File: src/rtl/dma_pkg.sv
// Shared definitions for the DMA engine: default sizes, FSM state encoding and
// a width helper for the word counters.
package dma_pkg;

  localparam int DMA_WORD_SIZE = 16;
  localparam int DMA_BURST     = 4;

  typedef enum logic [2:0] {
    ST_IDLE    = 3'd0,
    ST_REQ     = 3'd1,
    ST_XFER    = 3'd2,
    ST_RELEASE = 3'd3,
    ST_DONE    = 3'd4
  } dma_state_t;

  // Bits needed to hold the values 0..max_count.
  function automatic int count_width(input int max_count);
    return (max_count < 2) ? 1 : $clog2(max_count + 1);
  endfunction

endpackage

File: src/rtl/dma_word_counter.sv
// Loadable down-counter with zero and last-word flags. It is used both for the
// words left in the transfer and for the words left in the current bus tenure.
module dma_word_counter
  import dma_pkg::*;
#(
  parameter int WIDTH = DMA_WORD_SIZE
) (
  input  logic             clk,
  input  logic             reset_n,
  input  logic             load,
  input  logic [WIDTH-1:0] load_value,
  input  logic             dec,
  output logic             zero,
  output logic             last
);

  logic [WIDTH-1:0] count_reg;

  always_ff @(posedge clk) begin
    if (!reset_n) begin
      count_reg <= '0;
    end else if (load) begin
      count_reg <= load_value;
    end else if (dec && (count_reg != '0)) begin
      count_reg <= count_reg - WIDTH'(1);
    end
  end

  assign zero = (count_reg == '0);
  assign last = (count_reg == WIDTH'(1));

endmodule

File: src/rtl/dma_controller.sv
// Bus-master DMA engine: copies a block of device words into data memory in
// bursts, requesting the memory port from the CPU with BR/BG and owning it
// (writeToData) only while words are actually being moved.
module dma_controller
  import dma_pkg::*;
#(
  parameter int WORD_SIZE = DMA_WORD_SIZE,
  parameter int BURST     = DMA_BURST
) (
  input  logic                 clk,
  input  logic                 reset_n,
  input  logic                 cmd_valid,
  input  logic [WORD_SIZE-1:0] cmd_addr,
  input  logic [WORD_SIZE-1:0] cmd_length,
  input  logic                 BG,
  output logic                 BR,
  output logic                 writeToData,
  output logic [WORD_SIZE-1:0] mem_addr,
  output logic [WORD_SIZE-1:0] mem_data,
  output logic                 mem_write,
  input  logic                 mem_ack,
  input  logic [WORD_SIZE-1:0] dev_data,
  input  logic                 dev_valid,
  output logic                 dev_ready,
  output logic                 dma_end
);

  localparam int BURST_W = count_width(BURST);

  dma_state_t           state_reg, state_next;
  logic [WORD_SIZE-1:0] addr_reg;
  logic [WORD_SIZE-1:0] mem_addr_reg;
  logic [WORD_SIZE-1:0] mem_data_reg;
  logic                 mem_write_reg;
  logic                 dma_end_reg;

  logic accept, issue;
  logic rem_load, rem_dec, rem_zero, rem_last;
  logic burst_load, burst_dec, burst_zero, burst_last;

  dma_word_counter #(.WIDTH(WORD_SIZE)) u_remaining (
    .clk        (clk),
    .reset_n    (reset_n),
    .load       (rem_load),
    .load_value (cmd_length),
    .dec        (rem_dec),
    .zero       (rem_zero),
    .last       (rem_last)
  );

  dma_word_counter #(.WIDTH(BURST_W)) u_burst (
    .clk        (clk),
    .reset_n    (reset_n),
    .load       (burst_load),
    .load_value (BURST_W'(BURST)),
    .dec        (burst_dec),
    .zero       (burst_zero),
    .last       (burst_last)
  );

  // A word is retired on the cycle memory acknowledges the held write.
  assign accept = (state_reg == ST_XFER) && mem_write_reg && mem_ack;

  always_comb begin
    state_next = state_reg;
    issue      = 1'b0;
    rem_load   = 1'b0;
    rem_dec    = 1'b0;
    burst_load = 1'b0;
    burst_dec  = 1'b0;
    case (state_reg)
      ST_IDLE: begin
        if (cmd_valid) begin
          rem_load   = 1'b1;
          state_next = (cmd_length == '0) ? ST_DONE : ST_REQ;
        end
      end
      ST_REQ: begin
        // First write is launched on the grant edge itself to save a cycle.
        if (BG && !rem_zero) begin
          state_next = ST_XFER;
          burst_load = 1'b1;
          issue      = dev_valid;
        end
      end
      ST_XFER: begin
        if (accept) begin
          rem_dec   = 1'b1;
          burst_dec = 1'b1;
          if (rem_last) begin
            state_next = ST_DONE;
          end else if (burst_last || burst_zero) begin
            state_next = ST_RELEASE;
          end else if (!BG) begin
            state_next = ST_REQ;
          end
        end else if (!mem_write_reg) begin
          if (!BG) begin
            state_next = ST_REQ;
          end else begin
            issue = dev_valid;
          end
        end
      end
      ST_RELEASE: state_next = ST_REQ;
      ST_DONE:    state_next = ST_IDLE;
      default:    state_next = ST_IDLE;
    endcase
  end

  always_ff @(posedge clk) begin
    if (!reset_n) begin
      state_reg     <= ST_IDLE;
      addr_reg      <= '0;
      mem_addr_reg  <= '0;
      mem_data_reg  <= '0;
      mem_write_reg <= 1'b0;
      dma_end_reg   <= 1'b0;
    end else begin
      state_reg   <= state_next;
      dma_end_reg <= (state_reg == ST_DONE);
      if ((state_reg == ST_IDLE) && cmd_valid) begin
        addr_reg <= cmd_addr;
      end else if (accept) begin
        addr_reg <= addr_reg + WORD_SIZE'(1);
      end
      if (issue) begin
        mem_write_reg <= 1'b1;
        mem_addr_reg  <= addr_reg;
        mem_data_reg  <= dev_data;
      end else if (accept) begin
        mem_write_reg <= 1'b0;
      end
    end
  end

  assign BR          = (state_reg == ST_REQ) || (state_reg == ST_XFER);
  assign writeToData = (state_reg == ST_XFER);
  assign mem_write   = mem_write_reg;
  assign mem_addr    = mem_addr_reg;
  assign mem_data    = mem_data_reg;
  assign dev_ready   = accept;
  assign dma_end     = dma_end_reg;

endmodule
File: config.mk
export PLATFORM = sky130hd
export DESIGN_NAME = dma_controller
export DESIGN_NICKNAME = d
export VERILOG_FILES = /design/src/rtl/dma_pkg.sv /design/src/rtl/dma_word_counter.sv /design/src/rtl/dma_controller.sv
export SDC_FILE = /design/constraint.sdc
export NUM_CORES = 1
export LEC_CHECK = 0
export CAP_MARGIN = 5
export CORE_MARGIN = 5
export CORE_UTILIZATION = 40
export DETAILED_ROUTE_END_ITERATION = 8
export HOLD_SLACK_MARGIN = 0.08
export PLACE_DENSITY_LB_ADDON = 0.1
export SYNTH_ARGS = -nofsm -noshare
export SYNTH_HDL_FRONTEND = slang
export SYNTH_SLANG_ARGS = --single-unit
File: constraint.sdc
create_clock -name clk -period 2.9 [get_ports clk]
set_input_delay 0.435 -clock clk [delete_from_list [all_inputs] [get_ports clk]]
set_output_delay 0.435 -clock clk [all_outputs]
set_load 0.005 [all_outputs]
Word-level counts from Yosys, hierarchy flattened
Index checks and enable logic that the tools add are counted.
{"block": "totals", "register_bits": 72, "inputBits": 54, "out_inout_bits": 37, "wordCells": 71}
{"block": "op_classes", "add_sub_neg": 3, "eq_ne": 9, "n_mux": 28, "bitwise": 1, "reduce_logical": 21}
{"op": "two-way mux 16 bit", "count": 4}
{"op": "zero test 16 bit", "count": 2}
{"op": "two-way mux 3 bit", "count": 10}
{"op": "adder 16 x 1 -> 16 bit, second input constant", "count": 1}
{"op": "equality test 16 x 1 -> 1 bit, second input constant", "count": 1}
{"op": "nonzero test 16 bit", "count": 1}
{"op": "subtractor 16 x 1 -> 16 bit, second input constant", "count": 1}
{"op": "two-way mux 1 bit", "count": 12}
{"op": "one-hot mux 3 bit (4 select lines)", "count": 1}
{"op": "nonzero test 2 bit", "count": 4}
{"op": "equality test 3 x 1 -> 1 bit, second input constant", "count": 2}
{"op": "equality test 3 x 2 -> 1 bit, second input constant", "count": 2}
{"op": "logical AND 1 bit", "count": 6}
{"op": "zero test 3 bit", "count": 2}
{"op": "inequality test 2 bit, second input constant", "count": 2}
{"op": "equality test 3 bit, second input constant", "count": 1}
{"op": "inequality test 3 bit, second input constant", "count": 1}
{"op": "AND reduction 3 bit", "count": 1}
{"op": "nonzero test 3 bit", "count": 1}
{"op": "subtractor 3 x 1 -> 3 bit, second input constant", "count": 1}
{"op": "logical OR 1 bit", "count": 2}
{"op": "one-hot mux 1 bit (2 select lines)", "count": 1}
{"op": "OR reduction 2 bit", "count": 1}
{"op": "zero test 1 bit", "count": 1}
{"op": "NOT 1 bit", "count": 1}

Depth between registers and ports, before layout
Gate-level depths: netlist of the first run.
{"block": "depth", "depth_word": 8, "ltp_mapped": 9, "depth_no_buf": 7}

Modules after synthesis
Synthesis of the first run repeated with hierarchy kept, for this count alone.
{"block": "unflattened", "cells_unflattened": 421, "area_unflattened_um2": 3588.4}
{"mod": "dma_controller", "instances": 1, "cells_each": 275, "area_each_um2": 2408.6, "seq_area_each_um2": 1061.0}
{"mod": "dma_word_counter at u_remaining", "instances": 1, "cells_each": 120, "area_each_um2": 955.9, "seq_area_each_um2": 320.3}
{"mod": "dma_word_counter at u_burst", "instances": 1, "cells_each": 26, "area_each_um2": 224.0, "seq_area_each_um2": 60.1}

Worst setup path after synthesis of the first run
OpenSTA, ideal clock, no wires.
{"block": "synth_path", "path_kind": "register to register", "from": "register u_remaining.count_reg[0]", "to": "register mem_write_reg, in the netlist mem_write", "arrival_time_ns": 2.266, "t_required_ns": 2.785, "setup_slack_ns": 0.519, "stages_incl_launch_ff": 10, "n_path_buf": 2, "synth_period_minus_slack_ns": 2.381, "path_cell_list": "dfxtp_1 inv_1 ha_1 or4b_4 or4_1 buf_2 a22oi_4 nor2_4 buf_12 o21a_1"}
{"block": "synth_between", "elab_chain_len": 6}
{"item": "start, declared", "line_no": "dma_word_counter.sv:17", "rtl": "logic [WIDTH-1:0] count_reg;"}
{"item": "start signal, assigned", "line_no": "dma_word_counter.sv:23", "rtl": "count_reg <= load_value;"}
{"item": "start signal, assigned", "line_no": "dma_word_counter.sv:25", "rtl": "count_reg <= count_reg - WIDTH'(1);"}
{"item": "zero test 16 bit *", "line_no": "dma_word_counter.sv:29", "rtl": "assign zero = (count_reg == '0);"}
{"item": "zero test 1 bit *", "line_no": "dma_controller.sv:80", "rtl": "if (BG && !rem_zero) begin"}
{"item": "logical AND 1 bit *", "line_no": "dma_controller.sv:80"}
{"item": "two-way mux 1 bit *", "line_no": "dma_controller.sv:80"}
{"item": "one-hot mux 1 bit (2 select lines) *", "line_no": "dma_controller.sv:71", "rtl": "case (state_reg)"}
{"item": "two-way mux 1 bit / nonzero test 2 bit (equally long branches)"}
{"item": "end signal, assigned", "line_no": "dma_controller.sv:117", "rtl": "mem_write_reg <= 1'b0;"}
{"item": "end signal, assigned", "line_no": "dma_controller.sv:128", "rtl": "mem_write_reg <= 1'b1;"}
{"item": "end signal, assigned", "line_no": "dma_controller.sv:132", "rtl": "mem_write_reg <= 1'b0;"}
{"item": "end, declared", "line_no": "dma_controller.sv:34", "rtl": "logic mem_write_reg;"}
Every way passes the cells marked *; elsewhere a longest branch is shown, timed or not.
A chain may end at the register's enable or synchronous reset.

Final worst setup path of the first run
{"block": "layout_path", "from": "register state_reg[1]", "to": "output port dev_ready"}
{"block": "layout_between", "elab_chain_len": 3}
{"item": "start, declared", "line_no": "dma_controller.sv:30", "rtl": "dma_state_t state_reg, state_next;"}
{"item": "start signal, assigned", "line_no": "dma_controller.sv:120", "rtl": "state_reg <= state_next;"}
{"item": "equality test 3 x 2 -> 1 bit", "line_no": "dma_controller.sv:62", "rtl": "assign accept = (state_reg == ST_XFER) && mem_write_reg && mem_ack;"}
{"item": "logical AND 1 bit (2 in a row)", "line_no": "dma_controller.sv:62"}
{"item": "end, declared", "line_no": "dma_controller.sv:24", "rtl": "output logic dev_ready,"}
Every way passes these cells.

==> results of run 1 <==
## cell usage after synthesis, types with 2 or more instances
cell       n  area, µm²
nor4_1    10      62.56
clkbuf_1  18      67.56
or4_4      2      22.52
and2_1     2      12.51
or2_2      4      25.02
o221ai_1   3      26.28
and4_1     3      26.28
xor2_1    14      122.6
o21a_1     4      30.03
dfxtp_1   72       1441
mux2i_1   33      330.3
clkinv_1   2      7.510
a21oi_1   26      130.1
or3_1      3      18.77
nand2_1   84      315.3
a311oi_1   2      17.52
nor3_1     6      30.03
a21boi_0   2      15.01
o21ai_0   24      120.1
nor2_1    22      82.58
and3_1     5      31.28
or4_1      2      15.01
ha_1       7      87.58
o311ai_0   2      17.52
inv_1     11      41.29
buf_12     3      60.06
nor4b_1    2      17.52
a41oi_1    2      17.52
a31oi_1    3      18.77
xnor2_1    6      52.55
buf_2      2      10.01
a211oi_1   8      60.06
nand4_1    8      50.05
nand3_1   13      65.06
## how the worst max path moves through the flow
| stage | start | end | slack [ps] | depth (start not counted) |
|---|---|---|---|---|
| 2_1_floorplan | u_remaining.count_reg[0] | mem_write | 520 | 9 |
| 3_3_place_gp | mem_ack | u_remaining.count_reg[5] | 350 | 6 |
| 3_5_place_dp | u_remaining.count_reg[0] | mem_data[11] | 280 | 7 |
| 4_1_cts | state_reg[1] | dev_ready | 40 | 5 |
| 5_1_grt | state_reg[1] | dev_ready | 20 | 5 |
| 6_report | state_reg[1] | dev_ready | 140 | 5 |
## logic make-up (layout without fill, tap and decap cells)
kind of cell               after synthesis  after routing  synth area share [%]
AOI/OAI and AO/OA                       84             84                 14.67
adders and majority gates                7              7                 2.422
buffers and inverters                   37            129                 5.259
and+or+nand+nor                        175            175                 23.81
xor gates and xnor gates                20             20                 4.844
muxes                                   33             33                 9.135
DFF                                     72             72                 39.86
## worst max-delay path, stage by stage, from the launching register on
cell and delay [ps]:
dfxtp_2 410, or3b_2 520, clkinvlp_4 190, nand2_1 190, clkinvlp_4 140, clkdlybuf4s50_1 520
## power groups by stage
stage	Sequential [mW]	Combinational [mW]	Clock [mW]
6_report	1.27	0.890	0.833
5_1_grt	1.29	0.982	0.892
4_1_cts	1.27	0.893	0.852
3_5_place_dp	1.29	0.887	0
3_3_place_gp	1.29	0.876	0
2_1_floorplan	1.26	0.601	0
## routing by layer
layer / vias to the layer above / track usage (%) / share of wire [%]
met5: - / 0 / 0
met4: 0 / 7.215 / 2.2
met2: 88 / 26.89 / 46
li1: 1687 / - / -
met1: 1530 / 22.36 / 47
met3: 18 / 3.699 / 5.3
## cell type report
cell class,instances,area (µm²)
sequential,72,1443
inverter,13,56.30
clock buffer,9,123.9
tap,108,135.1
multi-input combinational,319,1984
fill,848,3973
clock inverter,7,77.57
timing repair buffer,100,970.9
## through the flow
stage / hold WS, ps / utilization, % / instances / instance area, µm²
floorplan: 449.8 / - / 428 / 3616
global placement: 440.8 / 52.10 / 610 / 4566
detailed placement: 447.4 / 52.10 / 610 / 4566
CTS: 460.7 / 54.41 / 626 / 4768
global route: 481.1 / 54.67 / 628 / 4791
finish: 455.9 / 54.67 / 628 / 4791
## repair_timing
action	4_1_cts	5_1_grt
cloned	0	0
gates resized for setup	1	2
pin swaps	0	0
buffers inserted	0	2
endpoints found under the setup margin	1	1
endpoints found under the hold margin	0	0
==> key figures, run 1 <==
Power and ir drop
  – Tot Pwr: 2.997 mW
  – Int Pwr: 1.977 mW
  – Switch Pwr: 1.020 mW
  – Sw frac: 34.03%
  – Pwr Density: 625.5 nW/µm²
  – Max VDD drop: 0.3174 mV
  – Leak: 1.670 nW
  – Clk pwr share: 27.8%
  – Logic pwr share: 29.7%
  – Sequential share of power: 42.5%

GRT
  – Largest net degree at the start of global routing: 49
  – Grt total ovfl: 0
  – Vias in the first global route: 3204
  – Global-route wire length before repair: 15700 µm
  – GRT Overall Usage: 17.01%
  – Antenna violations before repair: 0

Route
  – Wirelength per Cell: 15.00 µm
  – Final ANT Viol Nets: 0
  – Residual DRC count: 0
  – Final WL: 9417 µm
  – First-pass DRT Iterations: 5
  – Drt via density: 5.291
  – DR vias: 3323
  – Drt initial violations: 93

Run status
  – Status: finished clean

Clock tree
  – Worst skew pair latency: 360 ps
  – Clock Pin Slew Worst Setup and Hold Paths: 80 ps
  – Htree depth: 3
  – Hold_buf cts: 0
  – CTS buffer count: 9
  – Clock sink count: 72
  – CTS root buf: clkbuf_8
  – CTS tree: done
  – Clock Tree Buf Depth: 2

Critical path
  – CP startpoint kind: flop
  – Critical path arrival: 2320 ps
  – Worst r2r dst: mem_data[11]
  – Crit path max fanout: 9
  – Critical path class: reg -> out
  – Crit. End Element: output pin
  – FF-to-FF path depth: 7
  – CP Data Required Time: 2470 ps
  – Worst reg2reg startpoint: u_remaining.count_reg[0]
  – R2R Setup Slk: 260 ps

Place
  – I/O Buffers: 90
  – Hpwl dp: 6834 µm
  – GPL Wtd Cong: 0.8751
  – Pre-CTS WS: 277.6 ps

Finish
  – # diodes: 0
  – Most frequent cells in the layout: 89 x clkdlybuf4s50_1, 84 x nand2_1, 71 x dfxtp_1, 33 x mux2i_1, 26 x a21oi_1
  – Most common cell after layout, fill and taps aside: clkdlybuf4s50_1
  – Area growth syn-to-layout: 32.49%
  – Layout cells sized above 1: 8.077%
  – Nets: 576

Die
  – Ports: 91
  – Die extent in x: 105.1 µm
  – Site row count: 34
  – Die Area: 11040 µm²
  – Initial Util: 41.26%
  – Core box area: 8763 µm²
  – Die H: 105.1 µm

Timing
  – Final period util: 95.03%
  – Max-slew headroom: 20.69%
  – Setup TNS: 0 ps
  – Post-layout min period: 2756 ps
  – RSZ-0062 raised after global routing: no
  – PnR worst setup slack: 144.1 ps
  – FMAX: 362.9 MHz
  – Slew Limit Fails: 0
  – Final Hold Fails: 0
  – Final setup violation count: 0
  – Clock Skew: 11.03 ps
  – Worst slew pin tran: 1187 ps

Synthesis
  – Post-synth ARST share: 0%
  – Synth Net Count: 489
  – Syn_area_per_cell: 8.449 µm²
  – Cell count after synthesis: 428
  – Synth Warn #: 0
  – Syn Std Cell Area: 3616 µm²
  – Post-synth top flop: dfxtp_1
  – Post-synth EDFFs: 0
  – Synth cell types: 52
  – Seq/Total Area, Yosys: 39.86%
  – Yosys reg bits: 72

Worst hold path
  – Worst hold path cell count: 2
  – WHS Endpoint: mem_addr[8]
  – Hold Crit Start: mem_addr[8]
  – Hold Path Class: reg -> reg

Run
  – Max-Cap Viols: 0
Power figures use the tool's default switching activity.
==> run 2, diff against run 1 <==
SLEW_MARGIN = 15   (was not set)
==> run 2 against run 1 <==
Largest power group unchanged. Die area unchanged. Count of clock-buffer cells in the layout unchanged. Worst hold slack worse by 0.85 ps. Highest routed layer unchanged. Core utilization up 0.23 points. First-iteration DRC count down 8.6%. Cell area up 0.42%. Routed wire length down 0.76%. Flip-flop and latch count unchanged.
==> key figures, run 2 (synthesized netlist as in run 1, its figures left out) <==
Run status
  – Status: finished clean

Route
  – Residual DRC count: 0 (unchanged)
  – DR vias: 3321 (-0.060%)
  – Drt via density: 5.280 (-0.22%)
  – First-pass DRT Iterations: 5 (unchanged)
  – Wirelength per Cell: 14.86 µm (-0.92%)
  – Final WL: 9345 µm (-0.76%)
  – Final ANT Viol Nets: 0 (unchanged)
  – Drt initial violations: 85 (-8.6%)

Timing
  – Final period util: 95.01% (about the same)
  – Final setup violation count: 0 (unchanged)
  – Clock Skew: 10.35 ps (-0.6824 ps)
  – RSZ-0062 raised after global routing: no
  – Final Hold Fails: 0 (unchanged)
  – Slew Limit Fails: 0 (unchanged)
  – Setup TNS: 0 ps (unchanged)
  – FMAX: 362.9 MHz (about the same)
  – Worst slew pin tran: 862.6 ps (-324.1 ps)
  – Max-slew headroom: 41.88% (+21 points)
  – Post-layout min period: 2755 ps (-0.4780 ps)

Finish
  – Nets: 577 (+0.17%)
  – Final Util: 54.90% (+0.23 points)
  – # diodes: 0 (unchanged)
  – Area growth syn-to-layout: 33.04%
  – Most common cell after layout, fill and taps aside: clkdlybuf4s50_1
  – Layout cells sized above 1: 8.253% (+0.18 points)
  – Most frequent cells in the layout: 89 x clkdlybuf4s50_1, 84 x nand2_1, 71 x dfxtp_1, 33 x mux2i_1, 26 x a21oi_1

GRT
  – Grt total ovfl: 0 (unchanged)
  – Largest net degree at the start of global routing: 49 (unchanged)
  – Vias in the first global route: 3204 (unchanged)
  – Antenna violations before repair: 0 (unchanged)
  – GRT Overall Usage: 17.01% (unchanged)
  – Global-route wire length before repair: 15700 µm (unchanged)

Clock tree
  – Clock Tree Buf Depth: 2 (unchanged)
  – CTS tree: done
  – Clock sink count: 72 (unchanged)
  – Worst skew pair latency: 360 ps (about the same)
  – CTS buffer count: 9 (unchanged)
  – Hold_buf cts: 0 (unchanged)
  – Clock Pin Slew Worst Setup and Hold Paths: 80 ps (about the same)
  – Htree depth: 3 (unchanged)
  – CTS root buf: clkbuf_8

Critical path
  – CP startpoint kind: flop
  – CP Data Required Time: 2470 ps (about the same)
  – Critical path arrival: 2320 ps (about the same)
  – Crit path max fanout: 9 (unchanged)
  – Critical path class: reg -> out
  – Crit. End Element: output pin

Place
  – Hpwl dp: 6834 µm (unchanged)
  – GPL Wtd Cong: 0.8751 (unchanged)
  – I/O Buffers: 90 (unchanged)

Die
  – Die H: 105.1 µm (unchanged)
  – Initial Util: 41.26% (unchanged)
  – Die extent in x: 105.1 µm (unchanged)
  – Die Area: 11040 µm² (unchanged)
  – Site row count: 34 (unchanged)
  – Ports: 91 (unchanged)
  – Core box area: 8763 µm² (unchanged)

Power and ir drop
  – Leak: 1.678 nW (+0.50%)
  – Pwr Density: 623.4 nW/µm² (-0.34%)
  – Max VDD drop: 0.3171 mV (about the same)

Worst hold path
  – Hold Path Class: reg -> reg

Run
  – Max-Cap Viols: 0 (unchanged)
run 2: cell types whose count changed in the layout (fill, tap and decap cells not counted), sizes merged:
cell  change
buf       +1
run 2: layout make-up:
cell class | count | area [µm²]
Tap cell | 108 | 135.1
Clock buffer | 9 | 123.9
Timing Repair Buffer | 101 | 991.0
Multi-Input combinational cell | 319 | 1984
Sequential cell | 72 | 1443
Clock inverter | 7 | 77.57
Fill cell | 847 | 3953
Inverter | 13 | 56.30
run 2: path summary, 6_finish.rpt:
kind / startpoint / to / slack, ps / depth (start not counted)
hold reg to reg: mem_data[4] / mem_data[4] / 460 / 2
hold / removal: mem_data[4] / mem_data[4] / 460 / 2
setup / recovery: state_reg[1] / dev_ready / 140 / 5
setup reg to reg: u_remaining.count_reg[0] / mem_data[12] / 290 / 8
run 2: report_power, final:
group          internal (mW)  leakage, nW  switching (mW)
registers               1.13        0.589           0.143
logic                  0.445        0.988           0.451
clock network          0.406        0.101           0.424
run 2: routing by layer:
layer / GRT usage (%) / share of wire (%)
met1: 22.36 / 46
met2: 26.89 / 46
met3: 3.699 / 5.8
met4: 7.215 / 2.2
met5: 0 / 0
run 2: stage by stage:
| step | total power, mW | instances | instance area [µm²] | hold slack (ps) | setup slack, ps |
|---|---|---|---|---|---|
| detailed placement | 2.180 | 610 | 4566 | 447.4 | 277.6 |
| global placement | 2.166 | 610 | 4566 | 440.8 | 350.5 |
| finish | 2.999 | 629 | 4811 | 455.1 | 144.6 |
| floorplan | 1.859 | 428 | 3616 | 449.8 | 519.4 |
| global route | 3.174 | 629 | 4811 | 481.1 | 19.02 |
| CTS | 3.016 | 626 | 4768 | 460.7 | 41.10 |
run 2: worst max-delay path, stage by stage, from the launching register on:
cell,delay (ps)
dfxtp_2,410
or3b_2,520
clkinvlp_4,190
nand2_1,190
clkinvlp_4,140
clkdlybuf4s50_1,520
run 2: timing repair:
action,CTS,global route
setup buffers,0,2
endpoints found under the setup margin,1,1
endpoints found under the hold margin,0,0
gates resized for setup,1,2
==> run 3, diff against run 2 <==
REMOVE_ABC_BUFFERS = 1   (was not set)
SKIP_LAST_GASP = 1   (was not set)
==> run 3 against run 2 <==
Via count rose by 0.21%. Core utilization barely moved. Combinational power fell by 2%. Clock skew rose by 4.8 ps. Critical path type unchanged. Largest cell class unchanged. Largest power group unchanged. Highest routed layer unchanged.
==> key figures, run 3 (synthesized netlist as in run 1, its figures left out) <==
GRT
  – Grt total ovfl: 0 (unchanged)
  – Global-route wire length before repair: 15660 µm (-0.26%)
  – Antenna violations before repair: 0 (unchanged)
  – Vias in the first global route: 3246 (+1.3%)
  – Largest net degree at the start of global routing: 59 (+20%)
  – GRT Overall Usage: 16.80% (-0.21 points)

Die
  – Die H: 105.1 µm (unchanged)
  – Die extent in x: 105.1 µm (unchanged)
  – Site row count: 34 (unchanged)
  – Ports: 91 (unchanged)
  – Die Area: 11040 µm² (unchanged)
  – Initial Util: 41.26% (unchanged)
  – Core box area: 8763 µm² (unchanged)

Timing
  – Post-layout min period: 2783 ps (+27.96 ps)
  – Final period util: 95.98% (+0.96 points)
  – Final setup violation count: 0 (unchanged)
  – Setup TNS: 0 ps (unchanged)
  – FMAX: 359.3 MHz (-1.0%)
  – Clock Skew: 15.12 ps (+4.767 ps)
  – RSZ-0062 raised after global routing: no
  – Worst slew pin tran: 813.0 ps (-49.67 ps)
  – Max-slew headroom: 45.23% (+3.3 points)
  – Slew Limit Fails: 0 (unchanged)
  – Final Hold Fails: 0 (unchanged)

Critical path
  – CP startpoint kind: flop
  – Worst reg2reg startpoint: u_remaining.count_reg[0]
  – CP Data Required Time: 2470 ps (about the same)
  – Crit path max fanout: 9 (unchanged)
  – Crit. End Element: output pin
  – Critical path class: reg -> out
  – R2R Setup Slk: 230 ps (-60 ps)
  – Worst Setup SP: state_reg[1]
  – Critical path arrival: 2350 ps (+30 ps)

Finish
  – Layout cells sized above 1: 7.692% (-0.56 points)
  – Register area: 1443 µm² (unchanged)
  – Most common cell after layout, fill and taps aside: clkdlybuf4s50_1
  – Fillers: 806 (-4.8%)
  – # diodes: 0 (unchanged)
  – Nets: 576 (-0.17%)
  – Area growth syn-to-layout: 32.94% (about the same)
  – Final std cells w/o fill: 628 (-0.16%)
  – Most frequent cells in the layout: 89 x clkdlybuf4s50_1, 84 x nand2_1, 71 x dfxtp_1, 33 x mux2i_1, 26 x a21oi_1
  – Multi-input gate area: 1984 µm² (unchanged)
  – Final Util: 54.85% (about the same)

Route
  – First-pass DRT Iterations: 4 (-1)
  – Drt via density: 5.299 (+0.37%)
  – DR vias: 3328 (+0.21%)
  – Drt initial violations: 120 (+41%)
  – Final ANT Viol Nets: 0 (unchanged)
  – Wirelength per Cell: 14.64 µm (-1.5%)
  – Residual DRC count: 0 (unchanged)
  – Final WL: 9194 µm (-1.6%)

Power and ir drop
  – Max VDD drop: 0.4135 mV (+30%)
  – Leak: 1.678 nW (about the same)
  – Tot Pwr: 3.042 mW (+1.4%)
  – Pwr Density: 632.9 nW/µm² (+1.5%)

Clock tree
  – Htree depth: 3 (unchanged)
  – Clock Pin Slew Worst Setup and Hold Paths: 80 ps (about the same)
  – Clock sink count: 72 (unchanged)
  – Worst skew pair latency: 350 ps (about the same)
  – CTS buffer count: 9 (unchanged)
  – CTS tree: done
  – CTS root buf: clkbuf_8
  – Clock Tree Buf Depth: 2 (unchanged)

Place
  – GPL Wtd Cong: 0.8674 (-0.88%)
  – Placed cells: 611 (+0.16%)
  – Hpwl dp: 6674 µm (-2.4%)
  – I/O Buffers: 90 (unchanged)

Run
  – Max-Cap Viols: 0 (unchanged)

Worst hold path
  – Hold Crit Start: mem_data[3]
  – Hold Path Class: reg -> reg

Run status
  – Status: finished clean
-- run 3: cell count changes in the layout (fill, tap and decap cells not counted) --
cell / change
bufinv_16: +1
clkbuf_1: +1
clkinv_4: +2
clkinv_2: -1
inv_6: -3
clkinvlp_4: -1
buf_12: -1
clkinv_1: +1
-- run 3: stage by stage --
step	cell area, µm²	setup slack, ps	hold WS, ps
final	4807	116.6	461.5
after CTS	4796	33.81	465.8
after global placement	4573	334.1	441.8
after floorplan	3475	498.9	449.4
after detailed placement	4573	231.6	451.6
after global routing	4807	38.69	483.8
-- run 3: worst max-delay path, cell delays in order (launching register included) --
cell and delay [ps]:
dfxtp_2 420, or3b_2 500, clkinv_1 210, nand2_1 220
clkinvlp_4 140, clkdlybuf4s50_1 510
-- run 3: routing by layer --
layer | vias up | GRT usage (%) | part of all wire (%)
met1 | 1536 | 22.84 | 48
met4 | 0 | 4.840 | 1.3
met3 | 9 | 3.761 | 6.3
li1 | 1691 | - | -
met5 | - | 0 | 0
met2 | 92 | 26.71 | 45
-- run 3: final cells by class --
class / instances / share of cell area (%)
Tap cell: 108 / 2.811
Sequential cell: 72 / 30.01
Clock buffer: 10 / 2.655
Inverter: 13 / 1.093
Multi-Input combinational cell: 319 / 41.28
Timing Repair Buffer: 100 / 20.20
Clock inverter: 6 / 1.952
-- run 3: path summary, 6_finish.rpt --
check,end,cells past startpoint
max,dev_ready,5
min,mem_data[3],2
max reg2reg,mem_addr[10],8
min reg2reg,mem_data[3],2
-- run 3: repair_timing --
action / CTS / global route
hold buffers: 0 / 0
cloned: 0 / 0
setup endpoints to repair: 1 / 1
resized for setup: 1 / 1
buffers inserted: 0 / 1
-- run 3: power breakdown --
part	total, mW	switching (mW)	internal (mW)
Combinational	0.878	0.444	0.435
Sequential	1.27	0.140	1.13
Clock	0.894	0.405	0.489
